### config.mk
export PLATFORM = sky130hd
export DESIGN_NAME = axi_b_resp_router_flat
export DESIGN_NICKNAME = d
export VERILOG_FILES = /design/src/rtl/axi_b_resp_router_if.sv /design/src/rtl/axi_b_resp_router.sv /design/src/flat_wrapper.sv
export SDC_FILE = /design/constraint.sdc
export NUM_CORES = 1
export LEC_CHECK = 0
export ABC_AREA = 1
export ABC_CLOCK_PERIOD_IN_PS = 2900
export CAP_MARGIN = 20
export CORE_UTILIZATION = 46
export CTS_CLUSTER_DIAMETER = 150
export DETAILED_ROUTE_END_ITERATION = 8
export PLACE_DENSITY = 0.77
export SLEW_MARGIN = 10
export SYNTH_ARGS = -nofsm -noshare
export SYNTH_HDL_FRONTEND = slang
export SYNTH_SLANG_ARGS = --single-unit
### constraint.sdc
create_clock -name clk -period 2.9 [get_ports clk]
set_input_delay 0.29 -clock clk [delete_from_list [all_inputs] [get_ports clk]]
set_output_delay 0.29 -clock clk [all_outputs]
set_load 0.005 [all_outputs]
### src/rtl/axi_b_resp_router_if.sv
// Signal bundle for the B-response router: AW-grant push side, target B channel
// and the per-initiator B channels. The router uses 'slave'; its environment uses 'master'.
interface axi_b_resp_router_if #(
   parameter int PORTS    = 6,
   parameter int ID_WIDTH = 4
);
   localparam int PW = $clog2(PORTS);

   logic                      push_valid;
   logic                      push_ready;
   logic [PW-1:0]             push_port;

   logic [ID_WIDTH-1:0]       s_bid;
   logic [1:0]                s_bresp;
   logic                      s_bvalid;
   logic                      s_bready;

   logic [PORTS*ID_WIDTH-1:0] m_bid;
   logic [PORTS*2-1:0]        m_bresp;
   logic [PORTS-1:0]          m_bvalid;
   logic [PORTS-1:0]          m_bready;

   modport slave (
      input  push_valid, push_port, s_bid, s_bresp, s_bvalid, m_bready,
      output push_ready, s_bready, m_bid, m_bresp, m_bvalid
   );

   modport master (
      output push_valid, push_port, s_bid, s_bresp, s_bvalid, m_bready,
      input  push_ready, s_bready, m_bid, m_bresp, m_bvalid
   );
endinterface

### src/rtl/axi_b_resp_router.sv
// In-order B-response router: remembers the granted initiator for each accepted AW and
// steers the target's B beats back through one registered output stage.
// Optional sticky protocol-error detection: define B_ROUTER_ERR_DETECT_EN.
module axi_b_resp_router #(
   parameter int PORTS    = 6,
   parameter int DEPTH    = 8,
   parameter int ID_WIDTH = 4
) (
   input  logic                       clk,
   input  logic                       resetn,
   axi_b_resp_router_if.slave         bus,
   output logic [$clog2(DEPTH+1)-1:0] outstanding,
   output logic                       err_unexpected
);
   localparam int PW = $clog2(PORTS);
   localparam int AW = $clog2(DEPTH);
   localparam int CW = $clog2(DEPTH+1);

   logic [PW-1:0]       fifo_mem [DEPTH];
   logic [AW:0]         wr_ptr_q, wr_ptr_d;
   logic [AW:0]         rd_ptr_q, rd_ptr_d;
   logic                fifo_full, fifo_empty;
   logic                push, accept, drain, sel_ready;

   logic                out_valid_q, out_valid_d;
   logic [PW-1:0]       out_port_q, out_port_d;
   logic [ID_WIDTH-1:0] out_bid_q, out_bid_d;
   logic [1:0]          out_bresp_q, out_bresp_d;

   // The extra pointer MSB separates a wrapped-full FIFO from an empty one.
   assign fifo_empty = (wr_ptr_q == rd_ptr_q);
   assign fifo_full  = (wr_ptr_q[AW] != rd_ptr_q[AW]) &&
                       (wr_ptr_q[AW-1:0] == rd_ptr_q[AW-1:0]);

   assign bus.push_ready = !fifo_full;
   assign push           = bus.push_valid && !fifo_full;

   // A held beat for a non-existent port has no ready to wait for, so it drains at once.
   always_comb begin
      // NOTE: every always_comb output gets a default first, so no path can infer a latch.
      sel_ready    = 1'b1;
      bus.m_bvalid = '0;
      for (int i = 0; i < PORTS; i++) begin
         if (out_port_q == PW'(i)) begin
            sel_ready       = bus.m_bready[i];
            bus.m_bvalid[i] = out_valid_q;
         end
      end
   end

   assign drain        = out_valid_q && sel_ready;
   assign bus.s_bready = !fifo_empty && (!out_valid_q || drain);
   assign accept       = bus.s_bvalid && bus.s_bready;

   assign bus.m_bid    = {PORTS{out_bid_q}};
   assign bus.m_bresp  = {PORTS{out_bresp_q}};

   assign outstanding  = CW'(wr_ptr_q - rd_ptr_q) + CW'(out_valid_q);

   always_comb begin
      wr_ptr_d    = wr_ptr_q;
      rd_ptr_d    = rd_ptr_q;
      out_valid_d = out_valid_q;
      out_port_d  = out_port_q;
      out_bid_d   = out_bid_q;
      out_bresp_d = out_bresp_q;
      if (push) begin
         wr_ptr_d = wr_ptr_q + 1'b1;
      end
      if (accept) begin
         rd_ptr_d    = rd_ptr_q + 1'b1;
         out_valid_d = 1'b1;
         out_port_d  = fifo_mem[rd_ptr_q[AW-1:0]];
         out_bid_d   = bus.s_bid;
         out_bresp_d = bus.s_bresp;
      end else if (drain) begin
         out_valid_d = 1'b0;
      end
   end

   // NOTE: state registers use non-blocking assignments so every flop samples pre-edge values.
   always_ff @(posedge clk or negedge resetn) begin
      if (!resetn) begin
         wr_ptr_q    <= '0;
         rd_ptr_q    <= '0;
         out_valid_q <= 1'b0;
         out_port_q  <= '0;
         out_bid_q   <= '0;
         out_bresp_q <= '0;
      end else begin
         wr_ptr_q    <= wr_ptr_d;
         rd_ptr_q    <= rd_ptr_d;
         out_valid_q <= out_valid_d;
         out_port_q  <= out_port_d;
         out_bid_q   <= out_bid_d;
         out_bresp_q <= out_bresp_d;
      end
   end

   // NOTE: storage is not reset; the pointers alone decide which entries are meaningful.
   always_ff @(posedge clk) begin
      if (push) begin
         fifo_mem[wr_ptr_q[AW-1:0]] <= bus.push_port;
      end
   end

`ifdef B_ROUTER_ERR_DETECT_EN
   logic err_q, err_d;
   logic push_port_ok;

   always_comb begin
      push_port_ok = 1'b0;
      for (int i = 0; i < PORTS; i++) begin
         if (bus.push_port == PW'(i)) push_port_ok = 1'b1;
      end
   end

   // Sticky: a B beat with nothing tracked, or a grant for a port that does not exist.
   always_comb begin
      err_d = err_q;
      if ((bus.s_bvalid && fifo_empty && !out_valid_q) || (push && !push_port_ok)) begin
         err_d = 1'b1;
      end
   end

   always_ff @(posedge clk or negedge resetn) begin
      if (!resetn) err_q <= 1'b0;
      else         err_q <= err_d;
   end

   assign err_unexpected = err_q;
`else
   assign err_unexpected = 1'b0;
`endif

endmodule

### src/flat_wrapper.sv
// flat-port wrapper written by rule: the top's interface ports become plain ports
module axi_b_resp_router_flat 
#(
   parameter int PORTS    = 6,
   parameter int DEPTH    = 8,
   parameter int ID_WIDTH = 4
)
  (clk, resetn, outstanding, err_unexpected, bus_push_valid, bus_push_port, bus_s_bid, bus_s_bresp, bus_s_bvalid, bus_m_bready, bus_push_ready, bus_s_bready, bus_m_bid, bus_m_bresp, bus_m_bvalid);
  axi_b_resp_router_if #(.PORTS(PORTS), .ID_WIDTH(ID_WIDTH)) bus_i ();
  input  logic clk;
  input  logic resetn;
  output logic [$clog2(DEPTH+1)-1:0] outstanding;
  output logic err_unexpected;
  input wire logic [$bits(bus_i.push_valid)-1:0] bus_push_valid;
  input wire logic [$bits(bus_i.push_port)-1:0] bus_push_port;
  input wire logic [$bits(bus_i.s_bid)-1:0] bus_s_bid;
  input wire logic [$bits(bus_i.s_bresp)-1:0] bus_s_bresp;
  input wire logic [$bits(bus_i.s_bvalid)-1:0] bus_s_bvalid;
  input wire logic [$bits(bus_i.m_bready)-1:0] bus_m_bready;
  output wire logic [$bits(bus_i.push_ready)-1:0] bus_push_ready;
  output wire logic [$bits(bus_i.s_bready)-1:0] bus_s_bready;
  output wire logic [$bits(bus_i.m_bid)-1:0] bus_m_bid;
  output wire logic [$bits(bus_i.m_bresp)-1:0] bus_m_bresp;
  output wire logic [$bits(bus_i.m_bvalid)-1:0] bus_m_bvalid;
  assign bus_i.push_valid = bus_push_valid;
  assign bus_i.push_port = bus_push_port;
  assign bus_i.s_bid = bus_s_bid;
  assign bus_i.s_bresp = bus_s_bresp;
  assign bus_i.s_bvalid = bus_s_bvalid;
  assign bus_i.m_bready = bus_m_bready;
  assign bus_push_ready = bus_i.push_ready;
  assign bus_s_bready = bus_i.s_bready;
  assign bus_m_bid = bus_i.m_bid;
  assign bus_m_bresp = bus_i.m_bresp;
  assign bus_m_bvalid = bus_i.m_bvalid;
  axi_b_resp_router #(.PORTS(PORTS), .DEPTH(DEPTH), .ID_WIDTH(ID_WIDTH)) u_core (.clk(clk), .resetn(resetn), .bus(bus_i), .outstanding(outstanding), .err_unexpected(err_unexpected));
endmodule
==> metrics.md, run 1 <==
| Metric | Value |
|---|---|
| Vias in the first global route | 1617 |
| CTS Buffer Depth | 2 |
| Fin crit share | roughly 93% |
| Die height | 74.17 um |
| Syn_area_per_cell | around 9.4 um^2 |
| Cell Area, Synth | 0.002396 mm^2 |
| Register area | 0.001174 mm^2 |
| Nets | 317 |
| Critical Path Fanout Max | 4 |
| Routability cong. | 0.8447 |
| Via count | 1734 |
| Net Switching | around 1.4 mW |
| Min Clock Period, post-route | 2703 ps |
| Ys async rst share | 42.86% |
| Die area | 0.005501 mm^2 |
| Sequential power share | 29.0% |
| Worst endpoint required time | around 2600 ps |
| Cell Int Power | 2.131 mW |
| Via/cell ratio | 4.857 |
| Synth area leaders | edfxtp_1, dfrtp_1, buf_4, nand2_1, ha_1 |
| Initial DRT Pass Iterations | 4 |
| Total negative slack | 0 ps |
| Primary FF master, synth | edfxtp_1 |
| IO Pins | between 60 and 70 |
| Headroom to the max-slew limit | 40.62% |
| Overflow after GRT | 0 |
| Netlist cell types | 32 |
| Initial Utilization | 49.10% |
| H-tree depth | 2 |
| Clk slew on worst S/H paths | around 80 ps |
| Detail Route Antenna Nets | 0 |
| Status | finished, final reports clean |
| Hold slack final | 486.3 ps |
| Area leader, netlist | edfxtp_1 |
| Gr usage total | ~18% |
| Core Region | 0.004880 mm^2 |
| Most frequent cell after synthesis | nand2_1 |
| Synthesis-to-layout area growth | 23.24% |
| Synth Register Bits | 42 |
| Fmax achieved | roughly 0.37 GHz |
| Synth top area share | between 30% and 40% |
| Antenna Cells | 0 |
| Final setup vio count | 0 |
| Final Hold Viols | 0 |
| Synth warnings | 0 |
| Share of cells above drive strength 1 | 8.276% |
| Crit start category | flop |
| Max rail drop VDD | around 0.53 mV |
| CP Class | flop to output port |
| Hold_buf cts | 0 |
| Leakage power | 1.218 nW |
| Register area share after synthesis | 48.88% |
| Final wirelength | ~4500 um |
| Dpl cell area | 0.002858 mm^2 |
| Slew Viols, Final | 0 |
| Design area | 0.002953 mm^2 |
| Initial antenna violation count | 0 |
| Initial detailed-routing violation count | 108 |
| Post-synth EDFFs | 24 |
| First-pass GRT wire length | between 7000 and 8000 um |
| Pwr dens | 1180 mW/mm^2 |
| Multi-input logic area | 855.8 um^2 |
| Worst Setup End Kind | output port |
| Cell types with the highest counts after synthesis | nand2_1, buf_4, edfxtp_1, nor2_1, dfrtp_1 |
| TritonCTS clock tree | done |
| Crit path from | u_core.wr_ptr_q[0] |
| Clock share of power | between 10 and 15% |
| Least-Margin Pin Slew | about 890 ps |
| Critical path data arrival time | 2410 ps |
| HPWL after DPL | 3403 um |
| Worst hold path class | input port to async pin |
| Fill cell count | about 410 |
| CTS Sinks | 42 |
| Wirelength per Cell | 12.60 um |
| Root buf cell | clkbuf_8 |
| Max-cap violations | 0 |
| Skew-Pair Late Insertion Delay | roughly 300 ps |
| Std-Cell Rows | 25 |
| PortBufs | 66 |
| Share of total power in combinational logic | between 60% and 70% |
| Post-synthesis instance total | around 250 |
| Pin count of the biggest net entering global routing | 19 |
| Max Clock Skew | 3.667 ps |
| Die X | 74.17 um |
| Mapped Nets | between 200 and 300 |
| Crit Reg-Reg Startpoint | u_core.rd_ptr_q[1] |
| DRC violations left | 0 |
| RSZ-0062 raised after global routing | no |
| Sw Share | between 30% and 40% |
| Total CTS buffers | 5 |
## stage by stage
step	power, mW	worst slack (ps)	instances	utilization [%]
after global placement	3.076	498.1	349	58.56
after CTS	3.521	105.5	357	60.46
final	3.486	197.3	357	60.51
after floorplan	2.387	955.8	254	-
after global routing	3.790	45.43	357	60.51
after detailed placement	3.132	468.5	349	58.56
## kinds of logic after synthesis
| logic type | Yosys count | share of synthesized area (%) |
|---|---|---|
| buffers and inverters | 59 | 15.40 |
| flip-flops | 42 | 48.88 |
| adder cells (fa/ha/maj) | 9 | 5.013 |
| other | 1 | 0.1565 |
| AO/OA/AOI/OAI | 23 | 5.744 |
| XOR/XNOR | 7 | 2.559 |
| AND/OR/NAND/NOR | 113 | 22.25 |
## state kept, by name, summed over array words and instances, names as in the netlist
register            count
u_core.fifo_mem        24
u_core.out_bid_q        4
u_core.rd_ptr_q         4
u_core.wr_ptr_q         4
u_core.out_port_q       3
u_core.out_bresp_q      2
u_core.out_valid_q      1
## worst paths after layout
path	slack (ps)	endpoint	depth (start not counted)
worst max-delay path	200	outstanding[2]	8
worst min-delay path	490	u_core.out_bresp_q[1]	1
worst max register to register	870	u_core.fifo_mem[3][0]	9
worst min register to register	490	u_core.wr_ptr_q[3]	1
max in group asynchronous	1810	u_core.rd_ptr_q[1]	1
min in group clk	490	u_core.wr_ptr_q[3]	1
## cell usage in the layout (no fill, tap or decap), types with 2 or more instances in the layout
| master | n |
|---|---|
| buf_4 | 2 |
| clkbuf_8 | 5 |
| clkdlybuf4s50_1 | 66 |
| clkinvlp_4 | 2 |
| dfrtp_1 | 16 |
| dfrtp_2 | 2 |
| edfxtp_1 | 24 |
| ha_1 | 8 |
| inv_1 | 17 |
| inv_2 | 2 |
| nand2_1 | 55 |
| nand2_2 | 3 |
| nand3_1 | 8 |
| nand4_1 | 13 |
| nor2_1 | 24 |
| nor4_1 | 2 |
| o21ai_0 | 13 |
| o22ai_1 | 6 |
| xnor2_1 | 2 |
| xor2_1 | 5 |
## routing by layer
| metal | track usage [%] | up-vias | wire, um |
|---|---|---|---|
| met5 | 0 | - | 0 |
| met4 | 7.051 | 0 | 65 |
| met3 | 5.149 | 8 | 296 |
| met2 | 29.70 | 61 | 2135 |
| met1 | 21.28 | 779 | 2002 |
| li1 | - | 886 | - |
## critical path, stage by stage, from the launching register on
cell	delay (ps)
dfrtp_1	390
inv_1	70
ha_1	280
inv_1	80
ha_1	140
inv_1	60
fa_1	400
xnor2_1	170
clkdlybuf4s50_1	520
## cell type report
cell class,instances,share of cell area [%]
clock buffer,5,2.331
sequential,42,39.75
timing repair buffer,68,22.88
multi-input combinational,153,28.98
clock inverter,3,0.8051
inverter,19,2.415
tap,67,2.839
## timing repair
item                                    CTS  global route
hold endpoints to repair                  0             0
endpoints found under the setup margin    0             1
buffers inserted                          0             0
gates resized for setup                   0             3
## power by group through the flow
stage / logic (mW) / registers (mW) / clock network (mW)
detailed placement: 2.11 / 1.02 / 0
global route: 2.33 / 1.04 / 0.417
finish: 2.09 / 1.01 / 0.385
floorplan: 1.43 / 0.957 / 0
CTS: 2.12 / 1.01 / 0.393
global placement: 2.06 / 1.01 / 0
Power figures use the tool's default switching activity.
==> inputs of run 2 (changes only) <==
--- a/config.mk
+++ b/config.mk
@@ -12,6 +12,7 @@
 export CTS_CLUSTER_DIAMETER = 150
 export DETAILED_ROUTE_END_ITERATION = 8
 export PLACE_DENSITY = 0.77
+export SKIP_CTS_REPAIR_TIMING = 1
 export SLEW_MARGIN = 10
 export SYNTH_ARGS = -nofsm -noshare
 export SYNTH_HDL_FRONTEND = slang
==> results of run 2 <==
Final layout, timing and power as in run 1 (identical DEF).
